**config.mk**
```make
export PLATFORM = sky130hd
export DESIGN_NAME = regfile_write_arbiter_flat
export DESIGN_NICKNAME = d
export VERILOG_FILES = /design/src/rtl/regfile_arb_pkg.sv /design/src/rtl/regfile_write_arbiter_if.sv /design/src/rtl/sat_counter.sv /design/src/rtl/regfile_write_arbiter.sv /design/src/flat_wrapper.sv
export SDC_FILE = /design/constraint.sdc
export NUM_CORES = 1
export LEC_CHECK = 0
export ABC_AREA = 1
export BUFFER_PORTS_ARGS = -buffer_cell sky130_fd_sc_hd__clkbuf_2
export CAP_MARGIN = 20
export CORE_AREA = 2 2 48 50
export CTS_BUF_LIST = sky130_fd_sc_hd__clkbuf_4 sky130_fd_sc_hd__clkbuf_8 sky130_fd_sc_hd__clkbuf_16
export CTS_CLUSTER_SIZE = 20
export DETAILED_ROUTE_END_ITERATION = 8
export DIE_AREA = 0 0 50 52
export GPL_ROUTABILITY_DRIVEN = 0
export GPL_TIMING_DRIVEN = 1
export PLACE_DENSITY = 0.67
export SYNTH_ARGS = -nofsm -noshare
export SYNTH_HDL_FRONTEND = slang
export SYNTH_SLANG_ARGS = --single-unit
```
**constraint.sdc**
```tcl
create_clock -name Clk -period 2 [get_ports Clk]
set_clock_uncertainty 0.2 [all_clocks]
set_input_delay 0.3 -clock Clk [delete_from_list [all_inputs] [get_ports Clk]]
set_output_delay 0.3 -clock Clk [all_outputs]
set_load 0.01 [all_outputs]
```
**src/rtl/regfile_arb_pkg.sv**
```systemverilog
// Shared types for the register file write arbiter.
// Imported by the arbiter top and its interface users.
package regfile_arb_pkg;

   typedef enum logic {
      INIT,
      RUN
   } state_e;

   typedef enum logic [1:0] {
      GNT_NONE,
      GNT_INIT,
      GNT_CORE,
      GNT_AUX
   } gnt_e;

   localparam logic [1:0] REGDEST_REG = 2'b00;

endpackage

```
**src/rtl/regfile_write_arbiter_if.sv**
```systemverilog
// Core, aux and register file write-port bundle.
// The arbiter is the slave; requesters and the file sit on master.
interface regfile_write_arbiter_if #(
   parameter int unsigned W = 8,
   parameter int unsigned A = 3
);
   logic         CoreWe;
   logic [1:0]   CoreRegDest;
   logic [A-1:0] CoreWaddr;
   logic [W-1:0] CoreWdata;
   logic         CoreStall;
   logic         AuxValid;
   logic [A-1:0] AuxWaddr;
   logic [W-1:0] AuxWdata;
   logic         AuxReady;
   logic         InitBusy;
   logic         RegWrite;
   logic [1:0]   RegDest;
   logic [A-1:0] Waddr;
   logic [W-1:0] DataIn;

   modport slave (
      input  CoreWe, CoreRegDest, CoreWaddr, CoreWdata,
      input  AuxValid, AuxWaddr, AuxWdata,
      output CoreStall, AuxReady, InitBusy,
      output RegWrite, RegDest, Waddr, DataIn
   );

   modport master (
      output CoreWe, CoreRegDest, CoreWaddr, CoreWdata,
      output AuxValid, AuxWaddr, AuxWdata,
      input  CoreStall, AuxReady, InitBusy,
      input  RegWrite, RegDest, Waddr, DataIn
   );

endinterface

```
**src/rtl/sat_counter.sv**
```systemverilog
// Saturating up-counter with synchronous clear (clear wins).
module sat_counter #(
   parameter int unsigned MAX = 3,
   parameter int unsigned CW  = $clog2(MAX + 1)
) (
   input  logic          clk_i,
   input  logic          rst_ni,
   input  logic          inc_i,
   input  logic          clr_i,
   output logic [CW-1:0] count_o
);
   localparam logic [CW-1:0] TOP = CW'(MAX);

   logic [CW-1:0] count_q;
   logic [CW-1:0] count_d;

   always_comb begin
      count_d = count_q;
      if (clr_i) begin
         count_d = '0;
      end else if (inc_i && (count_q != TOP)) begin
         count_d = count_q + 1'b1;
      end
   end

   always_ff @(posedge clk_i or negedge rst_ni) begin
      if (!rst_ni) begin
         count_q <= '0;
      end else begin
         count_q <= count_d;
      end
   end

   assign count_o = count_q;

endmodule

```
**src/rtl/regfile_write_arbiter.sv**
```systemverilog
// Register file write-port owner: init sweep, then core-priority
// arbitration with a starvation bound for the aux requester.
module regfile_write_arbiter
   import regfile_arb_pkg::*;
#(
   parameter int unsigned  W        = 8,
   parameter int unsigned  A        = 3,
   parameter logic [W-1:0] INIT_VAL = '0,
   parameter int unsigned  MAX_WAIT = 3
) (
   input logic Clk,
   input logic Reset_n,
   regfile_write_arbiter_if.slave bus
);
   localparam int unsigned   CW       = $clog2(MAX_WAIT + 1);
   localparam logic [A-1:0]  PTR_LAST = '1;
   localparam logic [CW-1:0] CNT_MAX  = CW'(MAX_WAIT);

   state_e        state_q, state_d;
   logic [A-1:0]  ptr_q, ptr_d;
   logic [CW-1:0] cnt;
   logic          starve;
   logic          cnt_inc;
   logic          cnt_clr;
   gnt_e          gnt;

   assign starve = bus.AuxValid && (cnt == CNT_MAX);

   always_comb begin
      gnt = GNT_NONE;
      priority case (1'b1)
         (state_q == INIT): gnt = GNT_INIT;
         starve:            gnt = GNT_AUX;
         bus.CoreWe:        gnt = GNT_CORE;
         bus.AuxValid:      gnt = GNT_AUX;
         default:           gnt = GNT_NONE;
      endcase
   end

   assign cnt_inc = (gnt == GNT_CORE) && bus.AuxValid;
   assign cnt_clr = (gnt == GNT_AUX);

   sat_counter #(
      .MAX (MAX_WAIT),
      .CW  (CW)
   ) u_wait (
      .clk_i   (Clk),
      .rst_ni  (Reset_n),
      .inc_i   (cnt_inc),
      .clr_i   (cnt_clr),
      .count_o (cnt)
   );

   always_comb begin
      state_d = state_q;
      ptr_d   = ptr_q;
      if (state_q == INIT) begin
         ptr_d = ptr_q + 1'b1;
         if (ptr_q == PTR_LAST) begin
            state_d = RUN;
         end
      end
   end

   always_ff @(posedge Clk or negedge Reset_n) begin
      if (!Reset_n) begin
         state_q <= INIT;
         ptr_q   <= '0;
      end else begin
         state_q <= state_d;
         ptr_q   <= ptr_d;
      end
   end

   // Reset gates the outputs so the file write drops without a clock.
   always_comb begin
      bus.RegWrite  = 1'b0;
      bus.RegDest   = REGDEST_REG;
      bus.Waddr     = '0;
      bus.DataIn    = '0;
      bus.CoreStall = 1'b0;
      bus.AuxReady  = 1'b0;
      bus.InitBusy  = 1'b0;
      if (!Reset_n) begin
         bus.CoreStall = 1'b1;
         bus.InitBusy  = 1'b1;
      end else begin
         unique case (gnt)
            GNT_INIT: begin
               bus.RegWrite  = 1'b1;
               bus.Waddr     = ptr_q;
               bus.DataIn    = INIT_VAL;
               bus.CoreStall = 1'b1;
               bus.InitBusy  = 1'b1;
            end
            GNT_CORE: begin
               bus.RegWrite = 1'b1;
               bus.RegDest  = bus.CoreRegDest;
               bus.Waddr    = bus.CoreWaddr;
               bus.DataIn   = bus.CoreWdata;
            end
            GNT_AUX: begin
               bus.RegWrite  = 1'b1;
               bus.Waddr     = bus.AuxWaddr;
               bus.DataIn    = bus.AuxWdata;
               bus.AuxReady  = 1'b1;
               bus.CoreStall = starve;
            end
            default: ;
         endcase
      end
   end

endmodule

```
**src/flat_wrapper.sv**
```systemverilog
// flat-port wrapper written by rule: the top's interface ports become plain ports
module regfile_write_arbiter_flat import regfile_arb_pkg::*;
#(
   parameter int unsigned  W        = 8,
   parameter int unsigned  A        = 3,
   parameter logic [W-1:0] INIT_VAL = '0,
   parameter int unsigned  MAX_WAIT = 3
)
  (Clk, Reset_n, bus_CoreWe, bus_CoreRegDest, bus_CoreWaddr, bus_CoreWdata, bus_AuxValid, bus_AuxWaddr, bus_AuxWdata, bus_CoreStall, bus_AuxReady, bus_InitBusy, bus_RegWrite, bus_RegDest, bus_Waddr, bus_DataIn);
  regfile_write_arbiter_if #(.W(W), .A(A)) bus_i ();
  input logic Clk;
  input logic Reset_n;
  input wire logic [$bits(bus_i.CoreWe)-1:0] bus_CoreWe;
  input wire logic [$bits(bus_i.CoreRegDest)-1:0] bus_CoreRegDest;
  input wire logic [$bits(bus_i.CoreWaddr)-1:0] bus_CoreWaddr;
  input wire logic [$bits(bus_i.CoreWdata)-1:0] bus_CoreWdata;
  input wire logic [$bits(bus_i.AuxValid)-1:0] bus_AuxValid;
  input wire logic [$bits(bus_i.AuxWaddr)-1:0] bus_AuxWaddr;
  input wire logic [$bits(bus_i.AuxWdata)-1:0] bus_AuxWdata;
  output wire logic [$bits(bus_i.CoreStall)-1:0] bus_CoreStall;
  output wire logic [$bits(bus_i.AuxReady)-1:0] bus_AuxReady;
  output wire logic [$bits(bus_i.InitBusy)-1:0] bus_InitBusy;
  output wire logic [$bits(bus_i.RegWrite)-1:0] bus_RegWrite;
  output wire logic [$bits(bus_i.RegDest)-1:0] bus_RegDest;
  output wire logic [$bits(bus_i.Waddr)-1:0] bus_Waddr;
  output wire logic [$bits(bus_i.DataIn)-1:0] bus_DataIn;
  assign bus_i.CoreWe = bus_CoreWe;
  assign bus_i.CoreRegDest = bus_CoreRegDest;
  assign bus_i.CoreWaddr = bus_CoreWaddr;
  assign bus_i.CoreWdata = bus_CoreWdata;
  assign bus_i.AuxValid = bus_AuxValid;
  assign bus_i.AuxWaddr = bus_AuxWaddr;
  assign bus_i.AuxWdata = bus_AuxWdata;
  assign bus_CoreStall = bus_i.CoreStall;
  assign bus_AuxReady = bus_i.AuxReady;
  assign bus_InitBusy = bus_i.InitBusy;
  assign bus_RegWrite = bus_i.RegWrite;
  assign bus_RegDest = bus_i.RegDest;
  assign bus_Waddr = bus_i.Waddr;
  assign bus_DataIn = bus_i.DataIn;
  regfile_write_arbiter #(.W(W), .A(A), .INIT_VAL(INIT_VAL), .MAX_WAIT(MAX_WAIT)) u_core (.Clk(Clk), .Reset_n(Reset_n), .bus(bus_i));
endmodule
```
==> results of run 1 <==
-- area by class of cell --
type                            instances  area [µm²]  share of cell area [%]
Clock buffer                            3        22.5                    2.47
Inverter                                8        61.3                    6.71
Multi-Input combinational cell         71         390                    42.7
Sequential cell                         6         151                    16.6
Tap cell                               28        35.0                    3.84
Timing Repair Buffer                   48         253                    27.7
-- per-stage QoR --
step	utilization, %	total power [W]
after floorplan	-	0.000202
after global routing	43.4	0.000406
after detailed placement	40.3	0.000264
after CTS	42.1	0.000378
final	43.4	0.000373
after global placement	40.3	0.000260
-- cells by family after synthesis --
logic type,share of synthesized area [%]
AOI/OAI and AO/OA,4.24
xor gates and xnor gates,1.48
adders and majority gates,6.36
buffers and inverters,12.3
DFF,25.4
and+or+nand+nor,50.2
-- tightest hold or removal path: stages --
cell and delay, ns:
clkbuf_2 0.14, nand2_1 0.08, o21ai_0 0.07
-- cell usage after synthesis (all sizes together) --
library cell / n / area (µm²)
or2: 1 / 6.26
a21oi: 4 / 20.0
ha: 3 / 37.5
clkinv: 1 / 8.76
xnor2: 1 / 8.76
inv: 6 / 22.5
buf: 1 / 11.3
o21ai: 1 / 5.00
nand2: 48 / 213
nand3: 8 / 40.0
dfrtp: 6 / 150
nor2: 5 / 37.5
bufinv: 1 / 30.0
-- cell usage in the layout (no fill, tap or decap), types with 2 or more instances in the layout --
cell / instances
a21oi_1: 3
nand2_2: 2
dfrtp_1: 5
buf_4: 3
clkbuf_4: 3
nand2_1: 42
nand2_4: 3
nor2_1: 3
inv_1: 5
ha_1: 2
nand3_1: 8
buf_2: 9
clkbuf_2: 35
-- routing by layer --
| layer | GRT usage (%) | wire (µm) |
|---|---|---|
| met1 | 13.6 | 605 |
| met2 | 23.9 | 801 |
| met3 | 1.72 | 135 |
| met4 | 4.17 | 0 |
| met5 | 0 | 0 |
-- repair_timing --
item | CTS | global route
setup buffers | 0 | 1
resized for setup | 1 | 14
hold buffers | 1 | 0
hold endpoints to repair | 6 | 0
setup endpoints to repair | 8 | 13
pin swaps | 0 | 12
-- where the power goes --
| part | switching [W] | internal (W) |
|---|---|---|
| sequential | 0.00000439 | 0.000128 |
| combinational | 0.0000710 | 0.0000651 |
| clock | 0.0000371 | 0.0000674 |
-- how the worst max path moves through the flow --
stage	slack (ns)	depth (start not counted)	to
after floorplan	0.36	6	bus_DataIn[0]
after global placement	0.20	7	bus_DataIn[6]
after detailed placement	0.18	7	bus_DataIn[7]
after CTS	0.01	7	bus_DataIn[7]
after global routing	-0.06	7	bus_DataIn[5]
final	0.04	7	bus_DataIn[6]
-- flip-flops by register name (all words and copies together) (netlist names) --
name / flops
u_core.u_wait.count_o: 2
u_core.state_q: 1
u_core.ptr_q: 3
==> impl_metrics.yaml, run 1 <==
layout:
  fillers: 238
  final_layout_size_suffix_gt1_share_pct: 47.8
  design_area_um2: 913
  antenna_cells: 0
  num-nets-final: 169
  area.growth.synth_to_final_pct: 54.7
  finalNonFillerCells: 164
sta:
  period_needed_ns: 1.96
  max_freq_ghz: 0.510
  rsz0062_at_grt: "yes"
  tightest_slew_ns: 0.180
  period_share_pct: 98.1
  slew_headroom_pct: 87.9
  hold-worst-slack_ns: 0.205
  slew_violations: 0
  worst_slack_ns: 0.0386
  timing.setup.tns_ns: 0
  hold_viol: 0
  setup_viol: 0
placement:
  hpwlAfterDp_mm: 1.37
  dp_slack_ns: 0.177
  place_inst: 159
  placed_area_um2: 850
  portBuffers: 44
pwr:
  peakVddDrop_uv: 254
  power_density_nw_per_um2: 408
  total_leakage_power_nw: 0.579
setup_path:
  crit_required_ns: 1.50
  r2r_end: "u_core.state_q"
  cp-end-kind: "primary output"
  slowest_stage: "dfrtp_1"
  slowest_delay_ns: 0.39
  timing.rr.start: "u_core.ptr_q[0]"
  cp_cell_sequence: "ha_2 -> nand2_4 -> nand2_8 -> nor2_4 -> nand2_1 -> nand2_1 -> buf_2"
  crit_path_frequent_cell: "nand2_1"
  r2r_cells: 3
  crit_type: "flip-flop to primary output"
  worstPathMaxFanout: 8
  startpoint_type: "flip-flop"
  crit_buf_inv: 1
  cp_data_arrival_time_ns: 1.46
  cp-startpoint: "u_core.u_wait.count_o[1]"
  r2r_slack_ns: 0.63
  crit_family: "simple AND/OR/NAND/NOR gates"
worst_hold_path:
  hp-class: "input pin to flip-flop"
  hold_start: "bus_AuxValid"
  holdPathStages: 3
  hold_path_end: "u_core.u_wait.count_o[0]"
route:
  drc: 0
  drt_iter0_drc: 6
  drtPass1Iterations: 4
  drtAntennaViolNets: 0
  viasPerCell: 4.18
  wl_per_cell_um: 9.40
  via_count: 686
  totalWireLength_mm: 1.54
clocking:
  cts_buffer_depth: 2
  path_clk_slew_ns: 0.04
  cts-buffers-inserted: 3
  cts_sinks: 6
  clk_latency_ns: 0.23
  cts_root_buffer: "clkbuf_4"
  cts_tree: "done"
  cts-htree-levels: 1
yosys:
  synth_cell_types: 18
  synth_area_um2: 591
  yosysWarnings: 0
  avgSynthCellArea_um2: 6.87
  syn_inst: 86
  yosysSeqAreaShare_pct: 25.4
  syn_nets: 117
  ys_ff_latch: 6
global_route:
  globalRoute.totalOverflow: 0
  grt_antenna_before_repair: 0
  grt_pass1_vias: 642
  grt_pass1_wl_mm: 2.57
  grt.total_usage_pct: 12.4
  grt_max_degree: 10
floorplanning:
  dieArea_um2: 2600
  io_pins: 45
  core_um2: 2110
  die_h_um: 52
  die_x_um: 50
  initial_utilization_pct: 28.0
  rows: 17
run_status:
  status: "finished, final reports clean"
flow_run:
  maxCapViolCount: 0
Note: power is estimated with default switching activity, not from simulation.
==> run 2, diff against run 1 <==
Settings changed: MAX_ROUTING_LAYER set to met4.
Clock period 2 ns to 2.14 ns, I/O delays scaled along.
==> impl_metrics.yaml, run 2 (synthesized netlist as in run 1, its figures left out) <==
run_status:
  status: "finished, final reports clean"
sta:
  setup_viol: 0
  period_needed_ns: 2.00
  max_freq_ghz: 0.500
  slew_violations: 0
  timing.setup.tns_ns: 0
  slew_headroom_pct: 85.4
  tightest_slew_ns: 0.220
  rsz0062_at_grt: "yes"
  hold-worst-slack_ns: 0.211
  period_share_pct: 93.5
  hold_viol: 0
placement:
  portBuffers: 44
  hpwlAfterDp_mm: 1.29
  placed_area_um2: 842
floorplanning:
  io_pins: 45
  dieArea_um2: 2600
  die_h_um: 52
  rows: 17
  core_um2: 2110
  initial_utilization_pct: 28.0
  die_x_um: 50
pwr:
  total_leakage_power_nw: 0.568
  power_density_nw_per_um2: 393
  p_total_w: 0.000350
  peakVddDrop_uv: 278
worst_hold_path:
  hold_path_end: "u_core.u_wait.count_o[1]"
  hp-class: "input pin to flip-flop"
  hold_start: "bus_AuxValid"
  holdPathStages: 3
route:
  wl_per_cell_um: 9.07
  drtPass1Iterations: 4
  drtAntennaViolNets: 0
  via_count: 686
  viasPerCell: 4.21
  drc: 0
  totalWireLength_mm: 1.48
  drt_iter0_drc: 10
setup_path:
  cp_cell_sequence: "ha_2 -> nand2_4 -> nand2_4 -> nor2_4 -> nand2_1 -> nand2_1 -> clkbuf_2"
  crit_required_ns: 1.62
  startpoint_type: "flip-flop"
  crit_type: "flip-flop to primary output"
  timing.rr.start: "u_core.u_wait.count_o[0]"
  slowest_delay_ns: 0.39
  r2r_end: "u_core.u_wait.count_o[0]"
  crit_buf_inv: 1
  worstPathMaxFanout: 8
  r2r_slack_ns: 0.72
  cp_data_arrival_time_ns: 1.48
  crit_family: "simple AND/OR/NAND/NOR gates"
  slowest_stage: "dfrtp_1"
  r2r_cells: 6
  cp-end-kind: "primary output"
clocking:
  cts-buffers-inserted: 3
  cts_tree: "done"
  cts_sinks: 6
  cts_buffer_depth: 2
  clk_latency_ns: 0.24
  cts-htree-levels: 1
  cts_root_buffer: "clkbuf_4"
  path_clk_slew_ns: 0.04
layout:
  final_util_pct: 42.3
  final_layout_size_suffix_gt1_share_pct: 45.9
  regMostFlops: "u_core.ptr_q"
  area.growth.synth_to_final_pct: 50.8
  antenna_cells: 0
  final_cell_mix: "nand2_1 (43), clkbuf_2 (43), nand3_1 (8)"
  num-nets-final: 168
  design_area_um2: 891
  largest_reg_flops: 3
global_route:
  grt_antenna_before_repair: 0
  grt_max_degree: 11
  grt.total_usage_pct: 12.4
  globalRoute.totalOverflow: 0
  grt_pass1_wl_mm: 2.42
  grt_pass1_vias: 585
flow_run:
  maxCapViolCount: 0
run 2: cell count changes in the layout (fill, tap and decap cells not counted), sizes merged:
cell,change
buf,-9
clkbuf,+8
run 2: timing repair:
item	in CTS	in global routing
hold endpoints to repair	6	0
setup buffers	0	1
resized for setup	1	3
pin swaps	0	1
hold buffers	1	0
endpoints found under the setup margin	1	9
run 2: layer usage:
layer	part of all wire (%)	GRT usage [%]	wire [µm]
met4	0.34	6.94	5
met3	9.5	2.01	140
met2	48	21.7	716
met5	0	-	0
met1	42	13.5	617
run 2: worst max path at each step:
stage / start / end / slack, ns / cells after the start
2_1_floorplan: u_core.u_wait.count_o[0] / bus_DataIn[0] / 0.48 / 6
3_3_place_gp: u_core.state_q / bus_DataIn[6] / 0.31 / 7
3_5_place_dp: u_core.u_wait.count_o[0] / bus_DataIn[6] / 0.26 / 7
4_1_cts: u_core.state_q / bus_DataIn[6] / 0.06 / 8
5_1_grt: u_core.u_wait.count_o[0] / bus_DataIn[5] / -0.004 / 7
6_report: u_core.u_wait.count_o[0] / bus_DataIn[6] / 0.14 / 7
run 2: worst min-delay path: stages:
cell and delay (ns):
clkbuf_2 0.14, nand3_1 0.10, nand2_1 0.05
run 2: per-stage QoR:
step,worst slack (ns),instances
after floorplan,0.480,86
after global placement,0.308,158
after detailed placement,0.260,158
after CTS,0.0639,162
after global routing,-0.00443,163
final,0.139,163
run 2: final cells by class:
class,instances,area [µm²]
fillers,239,1210
multi-input cells,71,375
repair buffers,47,245
flip-flops and latches,6,151
inverters,8,61.3
well taps,28,35.0
clock buffers,3,22.5
run 2: power by group:
part | switching [W] | internal (W)
Clock | 0.0000373 | 0.0000632
Sequential | 0.00000392 | 0.000119
Combinational | 0.0000649 | 0.0000614
Total | 0.000106 | 0.000244
==> run 3, diff against run 2 <==
Settings changed: CORE_AREA 2 2 48 50 to 2 2 51 53, DIE_AREA 0 0 50 52 to 0 0 53 55, PLACE_DENSITY 0.67 to 0.63.
Clock period 2.14 ns to 1.8 ns, I/O delays scaled along.
==> impl_metrics.yaml, run 3 (synthesized netlist as in run 1, its figures left out) <==
worst_hold_path:
  holdPathStages: 3
  hp-class: "input pin to flip-flop"
  hold_path_end: "u_core.u_wait.count_o[0]"
  hold_start: "bus_AuxValid"
sta:
  slew_headroom_pct: 80.9
  period_needed_ns: 1.88
  period_share_pct: 104
  rsz0062_at_grt: "yes"
  tightest_slew_ns: 0.286
  max_freq_ghz: 0.532
  setup_viol: 11
  worst_slack_ns: -0.0794
  slew_violations: 0
  hold_viol: 0
layout:
  antenna_cells: 0
  area.growth.synth_to_final_pct: 57.6
  num-nets-final: 170
  final_util_pct: 39.4
  regMostFlops: "u_core.ptr_q"
  fillers: 255
  final_layout_size_suffix_gt1_share_pct: 49.6
  register_area_um2: 150
  largest_reg_flops: 3
  design_area_um2: 931
  multi_input_area_um2: 407
  final_common_cell: "nand2_1"
  final_cell_mix: "nand2_1 (43), clkbuf_2 (32), buf_2 (12)"
  finalNonFillerCells: 167
clocking:
  cts_tree: "done"
  cts-htree-levels: 1
  cts_sinks: 6
  cts_buffer_depth: 2
  cts_root_buffer: "clkbuf_4"
  cts-buffers-inserted: 3
  clk_latency_ns: 0.23
  path_clk_slew_ns: 0.04
placement:
  dp_slack_ns: -0.0136
  place_inst: 161
  placed_area_um2: 852
  hpwlAfterDp_mm: 1.30
  portBuffers: 44
floorplanning:
  io_pins: 45
  core_um2: 2360
  rows: 18
  initial_utilization_pct: 25.0
  die_x_um: 53
  dieArea_um2: 2920
  die_h_um: 55
global_route:
  grt_max_degree: 10
  grt_antenna_before_repair: 0
  grt_pass1_wl_mm: 2.37
  met3_usage_pct: 2.69
  grt.total_usage_pct: 11.7
  grt-busiest-layer: "met2"
  grt_pass1_vias: 611
  grt_use_met2_pct: 22.3
  globalRoute.totalOverflow: 0
  grtUsageMet1_pct: 11.5
setup_path:
  worstPathMaxFanout: 6
  crit_buf_inv: 1
  crit_required_ns: 1.33
  cp-end-kind: "primary output"
  r2r_slack_ns: 0.43
  cp_cell_sequence: "ha_2 -> nand2_4 -> nand2_8 -> nand2_4 -> nor2_8 -> nand2_1 -> nand2_1 -> clkbuf_2"
  crit_type: "flip-flop to primary output"
  startpoint_type: "flip-flop"
  crit_family: "simple AND/OR/NAND/NOR gates"
  slowest_stage: "dfrtp_1"
  slowest_delay_ns: 0.35
  timing.rr.start: "u_core.ptr_q[0]"
  r2r_end: "u_core.state_q"
  r2r_cells: 3
  cp_data_arrival_time_ns: 1.41
run_status:
  status: "complete, but fails checks"
  failed_checks: "setup timing"
flow_run:
  maxCapViolCount: 0
route:
  wl_per_cell_um: 9.51
  via_count: 687
  viasPerCell: 4.11
  drt_iter0_drc: 4
  drc: 0
  drtPass1Iterations: 3
  totalWireLength_mm: 1.59
  drtAntennaViolNets: 0
pwr:
  power_density_nw_per_um2: 450
  p_total_w: 0.000419
  total_leakage_power_nw: 0.579
  peakVddDrop_uv: 543
## run 3: changes by cell type in the layout (fill, tap and decap cells not counted)
cell / change
buf_4: +1
nand2_8: +1
a21oi_1: -3
buf_2: +11
dfrtp_1: +1
a21oi_2: +3
clkbuf_2: -11
nor2_4: +1
dfrtp_2: -1
inv_1: -2
inv_2: +2
nand2_4: -1
## run 3: timing repair
item,4_1_cts,5_1_grt
resized for setup,6,14
hold buffers,1,0
gates cloned,1,0
buffers inserted,1,0
setup endpoints to repair,14,14
hold endpoints to repair,6,0
pin swaps,13,1
## run 3: report_power, final
part           switching [W]  internal, W
Sequential        0.00000367     0.000142
Clock              0.0000415    0.0000749
Combinational      0.0000826    0.0000744
Total               0.000128     0.000291
## run 3: metrics by stage
step / hold WS [ns] / TNS (ns)
detailed placement: 0.0272 / -0.0212
floorplan: -0.226 / 0
global route: 0.197 / -2.18
global placement: 0.0180 / 0
finish: 0.173 / -0.587
CTS: 0.173 / -1.13
## run 3: worst max-delay path by stage
stage	end	start	cells past startpoint
floorplan	bus_DataIn[0]	u_core.u_wait.count_o[0]	6
global placement	bus_DataIn[7]	u_core.u_wait.count_o[0]	7
detailed placement	bus_DataIn[4]	u_core.u_wait.count_o[0]	7
CTS	bus_DataIn[4]	u_core.u_wait.count_o[0]	7
global route	bus_DataIn[3]	u_core.u_wait.count_o[0]	8
finish	bus_DataIn[3]	u_core.u_wait.count_o[0]	8
## run 3: area by class of cell
| class | count | area share (%) |
|---|---|---|
| inverters | 8 | 6.59 |
| clock buffers | 3 | 2.42 |
| repair buffers | 48 | 27.2 |
| well taps | 30 | 4.03 |
| flip-flops and latches | 6 | 16.1 |
| multi-input cells | 72 | 43.7 |
## run 3: worst register-to-register path, cell delays in order, from the launching register on
cell,delay (ns)
dfrtp_1,0.40
ha_1,0.22
ha_1,0.17
or2_2,0.27
## run 3: per-layer routing
metal  vias to the layer above  wire, µm
met5                         -         0
met4                         0        10
met3                         2       192
met2                        38       720
met1                       273       666
li1                        374         -
